**src/rtl/mem_port_arbiter_pkg.sv**
```systemverilog
// Shared encodings for the single-port memory arbiter.
//   arb_state_t : arbiter FSM state (IDLE / RD / WR)
//   gnt_id_t    : which requester owns the memory port
package mem_port_arbiter_pkg;

  typedef enum logic [1:0] {
    IDLE = 2'd0,
    RD   = 2'd1,
    WR   = 2'd2
  } arb_state_t;

  typedef enum logic [1:0] {
    GNT_NONE = 2'd0,
    GNT_IF   = 2'd1,
    GNT_D    = 2'd2,
    GNT_LD   = 2'd3
  } gnt_id_t;

endpackage

```
**src/rtl/mem_port_arbiter_prio.sv**
```systemverilog
// arb_prio: fixed-priority grant for the memory port.
//   ld_req, d_req, if_req : requests
//   starve                : fetch has waited STARVE_MAX data grants
//   gnt                   : winning requester (GNT_NONE if idle)
// Loader always wins; starvation only reorders fetch over data.
import mem_port_arbiter_pkg::*;

module arb_prio (
  input  logic    ld_req,
  input  logic    d_req,
  input  logic    if_req,
  input  logic    starve,
  output gnt_id_t gnt
);

  always_comb begin
    gnt = GNT_NONE;
    if (ld_req)                gnt = GNT_LD;
    else if (if_req && starve) gnt = GNT_IF;
    else if (d_req)            gnt = GNT_D;
    else if (if_req)           gnt = GNT_IF;
  end

endmodule

```
**src/rtl/mem_port_arbiter.sv**
```systemverilog
// mem_port_arbiter: shares one synchronous memory port between instruction
// fetch (if_*), data access (d_*) and a program loader (ld_*).
//   clock, resetn       : clock, async active-low reset
//   if_req/addr/rdata/ready, d_req/we/addr/wdata/rdata/ready,
//   ld_req/addr/wdata/ready : requester ports (ready = one-cycle done pulse)
//   mem_en/we/addr/wdata/rdata : memory port, word addressed, rdata next cycle
//   cpu_stall           : pipeline hold while a CPU request is outstanding
// One access in flight: issue in IDLE, complete (ready) the next cycle.
import mem_port_arbiter_pkg::*;

module mem_port_arbiter #(
  parameter int ADDR_W     = 32,
  parameter int STARVE_MAX = 3
) (
  input  logic              clock,
  input  logic              resetn,
  input  logic              if_req,
  input  logic [ADDR_W-1:0] if_addr,
  output logic [31:0]       if_rdata,
  output logic              if_ready,
  input  logic              d_req,
  input  logic              d_we,
  input  logic [ADDR_W-1:0] d_addr,
  input  logic [31:0]       d_wdata,
  output logic [31:0]       d_rdata,
  output logic              d_ready,
  input  logic              ld_req,
  input  logic [ADDR_W-1:0] ld_addr,
  input  logic [31:0]       ld_wdata,
  output logic              ld_ready,
  output logic              mem_en,
  output logic              mem_we,
  output logic [ADDR_W-3:0] mem_addr,
  output logic [31:0]       mem_wdata,
  input  logic [31:0]       mem_rdata,
  output logic              cpu_stall
);

  localparam int CNT_W = (STARVE_MAX < 1) ? 1 : $clog2(STARVE_MAX + 1);

  arb_state_t        state, state_nx;
  gnt_id_t           gnt, gnt_q;
  logic [CNT_W-1:0]  starve_cnt;
  logic              starve;
  logic              issue, issue_we;
  logic [ADDR_W-1:0] gnt_addr;
  logic [31:0]       gnt_wdata;
  logic [ADDR_W-3:0] addr_q;
  logic [31:0]       if_rdata_q, d_rdata_q;
  logic              d_rd_done;
  logic              unused_addr_lsb;

  assign starve = (starve_cnt == CNT_W'(STARVE_MAX));

  arb_prio u_prio (
    .ld_req (ld_req),
    .d_req  (d_req),
    .if_req (if_req),
    .starve (starve),
    .gnt    (gnt)
  );

  // Grants are only taken in IDLE; RD/WR are the completion cycle.
  assign issue = (state == IDLE) && (gnt != GNT_NONE);

  always_comb begin
    gnt_addr  = if_addr;
    gnt_wdata = '0;
    issue_we  = 1'b0;
    case (gnt)
      GNT_LD: begin
        gnt_addr  = ld_addr;
        gnt_wdata = ld_wdata;
        issue_we  = 1'b1;
      end
      GNT_D: begin
        gnt_addr  = d_addr;
        gnt_wdata = d_wdata;
        issue_we  = d_we;
      end
      default: ;
    endcase
  end

  // Byte offset is dropped; misalignment is silently ignored.
  assign unused_addr_lsb = ^gnt_addr[1:0];

  always_comb begin
    state_nx = state;
    case (state)
      IDLE:    if (issue) state_nx = issue_we ? WR : RD;
      default: state_nx = IDLE;
    endcase
  end

  assign mem_en    = issue;
  assign mem_we    = issue && issue_we;
  assign mem_addr  = issue ? gnt_addr[ADDR_W-1:2] : addr_q;
  assign mem_wdata = issue ? gnt_wdata : '0;

  assign if_ready  = (state == RD) && (gnt_q == GNT_IF);
  assign d_ready   = (state != IDLE) && (gnt_q == GNT_D);
  assign ld_ready  = (state == WR) && (gnt_q == GNT_LD);
  assign d_rd_done = (state == RD) && (gnt_q == GNT_D);

  // Read data is forwarded in the ready cycle and held afterwards.
  assign if_rdata  = if_ready  ? mem_rdata : if_rdata_q;
  assign d_rdata   = d_rd_done ? mem_rdata : d_rdata_q;

  assign cpu_stall = (if_req & ~if_ready) | (d_req & ~d_ready);

  always_ff @(posedge clock or negedge resetn) begin
    if (!resetn) begin
      state      <= IDLE;
      gnt_q      <= GNT_NONE;
      addr_q     <= '0;
      starve_cnt <= '0;
      if_rdata_q <= '0;
      d_rdata_q  <= '0;
    end else begin
      state <= state_nx;
      if (issue) begin
        gnt_q  <= gnt;
        addr_q <= gnt_addr[ADDR_W-1:2];
      end
      if (if_ready)  if_rdata_q <= mem_rdata;
      if (d_rd_done) d_rdata_q  <= mem_rdata;
      // Only data grants taken while fetch is waiting count toward starvation.
      if (!if_req || (issue && gnt == GNT_IF))
        starve_cnt <= '0;
      else if (issue && gnt == GNT_D && !starve)
        starve_cnt <= starve_cnt + CNT_W'(1);
    end
  end

endmodule

```
**config.mk**
```make
export PLATFORM = sky130hd
export DESIGN_NAME = mem_port_arbiter
export DESIGN_NICKNAME = d
export VERILOG_FILES = /design/src/rtl/mem_port_arbiter_pkg.sv /design/src/rtl/mem_port_arbiter_prio.sv /design/src/rtl/mem_port_arbiter.sv
export SDC_FILE = /design/constraint.sdc
export NUM_CORES = 1
export LEC_CHECK = 0
export CAP_MARGIN = 20
export CORE_AREA = 4 4 128 130
export CTS_BUF_LIST = sky130_fd_sc_hd__clkbuf_2 sky130_fd_sc_hd__clkbuf_4 sky130_fd_sc_hd__clkbuf_8
export CTS_CLUSTER_SIZE = 30
export DETAILED_ROUTE_END_ITERATION = 8
export DIE_AREA = 0 0 132 134
export GPL_ROUTABILITY_DRIVEN = 0
export PLACE_DENSITY = 0.77
export RECOVER_POWER = 100
export SYNTH_ARGS = -nofsm -noshare
export SYNTH_HDL_FRONTEND = slang
export SYNTH_SLANG_ARGS = --single-unit
```
**constraint.sdc**
```tcl
create_clock -name clock -period 5.45 [get_ports clock]
set_input_delay 1.09 -clock clock [delete_from_list [all_inputs] [get_ports clock]]
set_output_delay 1.09 -clock clock [all_outputs]
set_load 0.005 [all_outputs]
```
**Word level (Yosys, flattened, before mapping)**

Index checks and enable logic that the tools add are counted.

- Register bits: 100
- Input port bits: 198
- Output and inout port bits: 132

- Add/sub/neg operators: 1
- Equality and inequality tests: 10
- Mux-type cells: 16
- Bitwise gates (word level): 5
- Reductions and logical operators: 17

Operators with widths:

| operator | count |
|---|---|
| $pmux 32 s2 | 2 |
| $mux 32 | 3 |
| $mux 30 | 1 |
| $mux 2 | 8 |
| $eq 2x2->1 const B | 6 |
| $logic_and 1x1->1 | 10 |
| $eq 2x1->1 const B | 3 |
| $reduce_bool 2->1 | 3 |
| $add 2x1->2 const B | 1 |
| $and 1x1->1 | 2 |
| $logic_not 1->1 | 2 |
| $logic_not 2->1 | 1 |
| $ne 2x2->1 const B | 1 |
| $not 1->1 | 2 |
| $pmux 1 s2 | 1 |
| $logic_or 1x1->1 | 1 |
| $mux 1 | 1 |
| $or 1x1->1 | 1 |

**Logic depth before layout (Yosys ltp)**

- Word-level depth: 10
- Mapped depth: 7
- Mapped depth without buffers: 4

**Cells and area by module**

A second synthesis with hierarchy kept.

- Cell total of the unflattened synthesis: 412
- Area total of the unflattened synthesis: 4918.5 µm²

Modules (own cells, without submodules):

| module | instances | cells an instance | area an instance (µm²) | seq. area each (µm²) |
|---|---|---|---|---|
| mem_port_arbiter | 1 | 408 | 4893.4 | 2502.4 |
| arb_prio | 1 | 4 | 25.0 | 0.0 |

**Worst setup path before layout**

OpenSTA, ideal clock, no wires.

- Path type: input port to output port
- Start point: input if_req
- End point: output mem_addr[17]
- Arrival: 2.142 ns
- Slack: 2.218 ns
- Stages: 7
- Buffers on the path: 3
- Cells stage by stage: buf_6 -> or3_1 -> buf_2 -> nand2_8 -> inv_4 -> buf_6 -> a41oi_2

- Cells in the longest elaborated chain, start to end: 7
- Elaborated cells on any way between the ends: 11
- Those cells by class: 2 x eq/ne; 6 x mux; 3 x reduce/logical

RTL lines:

| element | RTL line | text |
|---|---|---|
| from (decl) | mem_port_arbiter.sv:17 | `input logic if_req,` |
| $mux 1 | mem_port_arbiter_prio.sv:21 | `else if (if_req) gnt = GNT_IF;` |
| $mux 2 | mem_port_arbiter_prio.sv:20 | `else if (d_req) gnt = GNT_D;` |
| $mux 2 (*) | mem_port_arbiter_prio.sv:19 | `else if (if_req && starve) gnt = GNT_IF;` |
| $mux 2 (*) | mem_port_arbiter_prio.sv:18 | `if (ld_req) gnt = GNT_LD;` |
| $reduce_bool 2->1 (*) | mem_port_arbiter.sv:64 | `assign issue = (state == IDLE) && (gnt != GNT_NONE);` |
| $logic_and 1x1->1 (*) | mem_port_arbiter.sv:64 |  |
| named net mem_en | mem_port_arbiter.sv:31 | `output logic mem_en,` |
| $mux 30 (*) | - |  |
| to (decl) | mem_port_arbiter.sv:33 | `output logic [ADDR_W-3:0] mem_addr,` |

The timed path passes the listed nets; every way through them passes the cells marked *.

**Worst setup path after layout**

- Start point: input d_req
- End point: output mem_addr[4]

- Cells in the longest elaborated chain, start to end: 6
- Elaborated cells on any way between the ends: 9
- Those cells by class: 2 x eq/ne; 5 x mux; 2 x reduce/logical

RTL lines:

| element | RTL line | text |
|---|---|---|
| from (decl) | mem_port_arbiter.sv:21 | `input logic d_req,` |
| $mux 2 (*) | mem_port_arbiter_prio.sv:20 |  |
| $mux 2 (*) | mem_port_arbiter_prio.sv:19 |  |
| $mux 2 (*) | mem_port_arbiter_prio.sv:18 |  |
| $eq 2x2->1 or $reduce_bool 2->1 (tied branches) | mem_port_arbiter.sv:70, mem_port_arbiter.sv:64 |  |
| $pmux 32 s2 or $logic_and 1x1->1 (tied branches) | mem_port_arbiter.sv:70, mem_port_arbiter.sv:64 |  |
| $mux 30 (*) | - |  |

Mark *: on every way between the ends. The rest lies on a longest branch, timed or not.

==> results.md <==
Floorplan:
- In this run the standard cell core region covers about 15000 um2.
- Once the floorplan was initialized, standard cells occupied 33.9% of the core.
- From left edge to right edge, the die measures between 100 and 150 um.
- During I/O placement, the number of pins put on the boundary was 330.
- The die footprint is 17700 um2.
- From bottom edge to top edge, the die measures between 100 and 150 um.
- Row generation in the floorplan step produced 45 rows.

Min path:
- The hold path startpoint is if_rdata_q[28].
- The worst hold path belongs to the class register to register.
- For hold timing, the worst endpoint is if_rdata_q[28].
- The worst hold path stage count is 1.

STA:
- The minimum clock period is just under 5 ns.
- The final-report hold violation count was 0.
- For this run, the top clock speed supported by timing is 206 MHz.
- The worst pin sits at a relative slew slack of -81.8%.
- In the post-route analysis, the smallest setup slack over all paths is roughly 0.60 ns.
- On the final layout, the worst clock skew is 0.0104 ns.
- The total count of max-transition violations in the final report is roughly 150.
- Setup repair after global routing left no endpoint under its margin.
- The final setup TNS is 0 ns.
- The slew at the pin closest to its max-slew limit is roughly 2.7 ns.
- After layout, the worst path uses 89.1% of the clock period.
- The setup violation total in the final timing report is 0.

Routing:
- Once detail routing completed, the nets flagged for antenna violations numbered 0.
- After detailed routing, the average wire length per cell comes to about 19 um.
- The detailed-route via count is about 5k.
- For this block, the routed nets add up to between 15000 and 20000 um of wire.
- The DRC violation count after routing is 0.
- Dividing the detail-routed via count by the number of cells gives around 5.2.
- The detailed router's first-iteration violation count is approximately 290.
- Before antenna repair, the detailed router went through 7 iterations.

Layout:
- Cells with a size suffix above 1 make up under 10% of the layout.
- The repair_antennas step left the layout with diodes totalling 0.
- The finished cells cover approximately 8500 um2.
- The area overhead of the layout relative to synthesis is 66.1%.
- The library cell used most frequently in the layout, excluding fill and tap cells, is sky130_fd_sc_hd__clkdlybuf4s50_1.
- In the layout the commonest cells are sky130_fd_sc_hd__clkdlybuf4s50_1 (190), sky130_fd_sc_hd__dlygate4sd3_1 (131), sky130_fd_sc_hd__dfrtp_1 (100).
- The number of nets in the layout is between 900 and 1k.

Critical path:
- The slowest stage of the critical path is the sky130_fd_sc_hd__dlygate4sd3_1 cell.
- In this run the worst path has a maximum fanout of 32.
- The setup slack of the worst register-to-register path is 2.57 ns.
- By startpoint and endpoint, the worst setup path is classified as primary input to output port.
- STA classifies the critical path endpoint as an output port.
- The number of buffers and inverters on the critical path is 3.
- The number of cells on the worst reg-to-reg path is 3.
- The worst register-to-register path begins at state[1].
- Grouping stages by cell kind, the critical path spends the most delay in buffers and inverters.
- The largest stage delay on the critical path is 0.67 ns.
- The data arrival time of the worst path is 3.76 ns.
- The startpoint type of the worst setup path is a primary input.
- Walking the worst path, the cells encountered are dlygate4sd3_1 -> a21boi_0 -> buf_4 -> nor3_1 -> o41ai_1 -> dlygate4sd3_1.
- The critical register-to-register path endpoint is if_rdata_q[23].
- The critical path required time is about 4.4 ns.
- The most numerous cell type found on the critical path is sky130_fd_sc_hd__dlygate4sd3_1.

Global route:
- In the global route stage, overall resource usage came out at a little over 20%.
- The via count of the first global-routing pass is 5237.
- The global-route wire length before repair is roughly 29000 um.
- Entering global routing, the biggest net connects 67 pins.
- The initial antenna violation count is 1.
- The sum of overflow across all layers after global routing is 0.

Placement:
- The number of port buffers is between 300 and 400.
- The worst slack at placement is approximately 0.78 ns.
- The instance area after placement is roughly 8500 um2.
- Detailed placement ended at an HPWL of ~14000 um.

Synthesis:
- The number of synthesized register bits is 100.
- The share of the Yosys chip area taken by registers is 48.8%.
- The number of nets in the synthesized netlist is just under 700.
- The number of instances in the synthesized netlist is 493.
- The netlist uses 38 different library cells.
- Each instance of the synthesized netlist takes up on average roughly 10 um2.
- For this run, the number of Yosys warnings is 0.
- The total standard cell area after synthesis is 5130 um2.

CTS:
- The number of buffers inserted by hold repair at cts is 0.
- The number of sinks handled by clock tree synthesis is 100.
- The library cell used as clock root buffer is sky130_fd_sc_hd__clkbuf_8.
- The number of buffers inserted to repair setup after CTS is 0.
- The number of gates resized after CTS is 0.
- The clock passes through at most 2 buffers.
- The clock tree synthesis step divided the H-tree into 3 levels.
- TritonCTS built the clock tree.
- For the worst-skew pair, the clock arrives at the later sink with an insertion delay of 0.37 ns.
- Clock-pin slew was measured on the worst setup and hold paths at roughly 0.09 ns.
- Buffers inserted during clock tree synthesis total 9.

Power and ir drop:
- The static leakage is between 3 and 4 nW.
- Across the VDD grid, the largest voltage drop is about 0.00015 V.
- The power density over cell area is ~340 nW/um2.
- The overall power after layout is roughly 2.9 mW.

Job:
- The max-capacitance violation count is 4.

Run status:
- The run finished, with violations left.
- The checks that failed: max-capacitance violations, max-slew violations.
-- logic make-up (layout without fill, tap and decap cells) --
group	Yosys count	count (layout)	share of synthesized area, %
AOI/OAI and AO/OA	104	104	15.7
adders and majority gates	1	1	0.244
buffers and inverters	51	355	5.17
DFF	100	100	48.8
muxes	64	64	14.0
and+or+nand+nor	173	173	16.0
-- routing by layer --
metal	part of all wire (%)	routed length [um]	track usage [%]
met5	0.10	19	0
met4	3.0	567	8.28
met3	7.4	1400	6.04
met2	50	9440	35.3
met1	40	7530	24.1
-- area by class of cell --
class	instances	area [um2]
inverters	3	13.8
multi-input cells	342	2230
well taps	188	235
repair buffers	336	3330
flip-flops and latches	100	2500
clock buffers	9	124
clock inverters	7	80.1
fillers	1341	6630
-- Yosys cell counts, drive strengths merged --
| library cell | n | area, um2 |
|---|---|---|
| or2 | 1 | 6.26 |
| nor2 | 14 | 55.1 |
| dfrtp | 100 | 2500 |
| nand2 | 56 | 226 |
| and4b | 1 | 10.0 |
| a21bo | 1 | 10.0 |
| a221o | 1 | 10.0 |
| o21ai | 12 | 63.8 |
| or3 | 1 | 6.26 |
| mux2 | 64 | 721 |
| o41ai | 8 | 70.1 |
| a21oi | 54 | 270 |
| clkbuf | 15 | 56.3 |
| nor2b | 2 | 12.5 |
| buf | 33 | 195 |
| inv | 3 | 13.8 |
| nor3b | 1 | 12.5 |
| nand4 | 2 | 12.5 |
| ha | 1 | 12.5 |
| nor3 | 17 | 85.1 |
| a41oi | 22 | 335 |
| nand3 | 76 | 380 |
| nand2b | 1 | 6.26 |
| nor4bb | 1 | 10.0 |
| a211oi | 1 | 7.51 |
| a21boi | 4 | 30.0 |
| o32a | 1 | 10.0 |
-- where the power goes --
part | total, mW | internal (mW) | switching (mW)
Combinational | 1.29 | 0.758 | 0.532
Clock | 0.507 | 0.220 | 0.287
Sequential | 1.10 | 1.04 | 0.0669
-- through the flow --
stage	util [%]	cells	hold slack (ns)
floorplan	-	493	0.476
global placement	56.1	969	0.464
detailed placement	56.1	969	0.471
CTS	57.4	985	0.497
global route	56.3	985	0.506
finish	56.3	985	0.480
-- registers in the layout, indices dropped and copies added (netlist names) --
name and flops:
d_rdata_q 32, if_rdata_q 32, gnt_q 2, state 2
starve_cnt 2, addr_q 30
-- worst max path at each step --
stage                               to  cells after the start  slack (ns)  startpoint
after global placement    mem_addr[28]                      6        0.81      if_req
after CTS                 mem_addr[28]                      6        0.76      if_req
final                      mem_addr[4]                      6        0.60       d_req
after detailed placement  mem_addr[28]                      6        0.78      if_req
after global routing      if_rdata[11]                      4        0.35    state[1]
after floorplan           mem_addr[17]                      7        2.22      if_req
No activity file was read; power rests on OpenSTA's default activity.
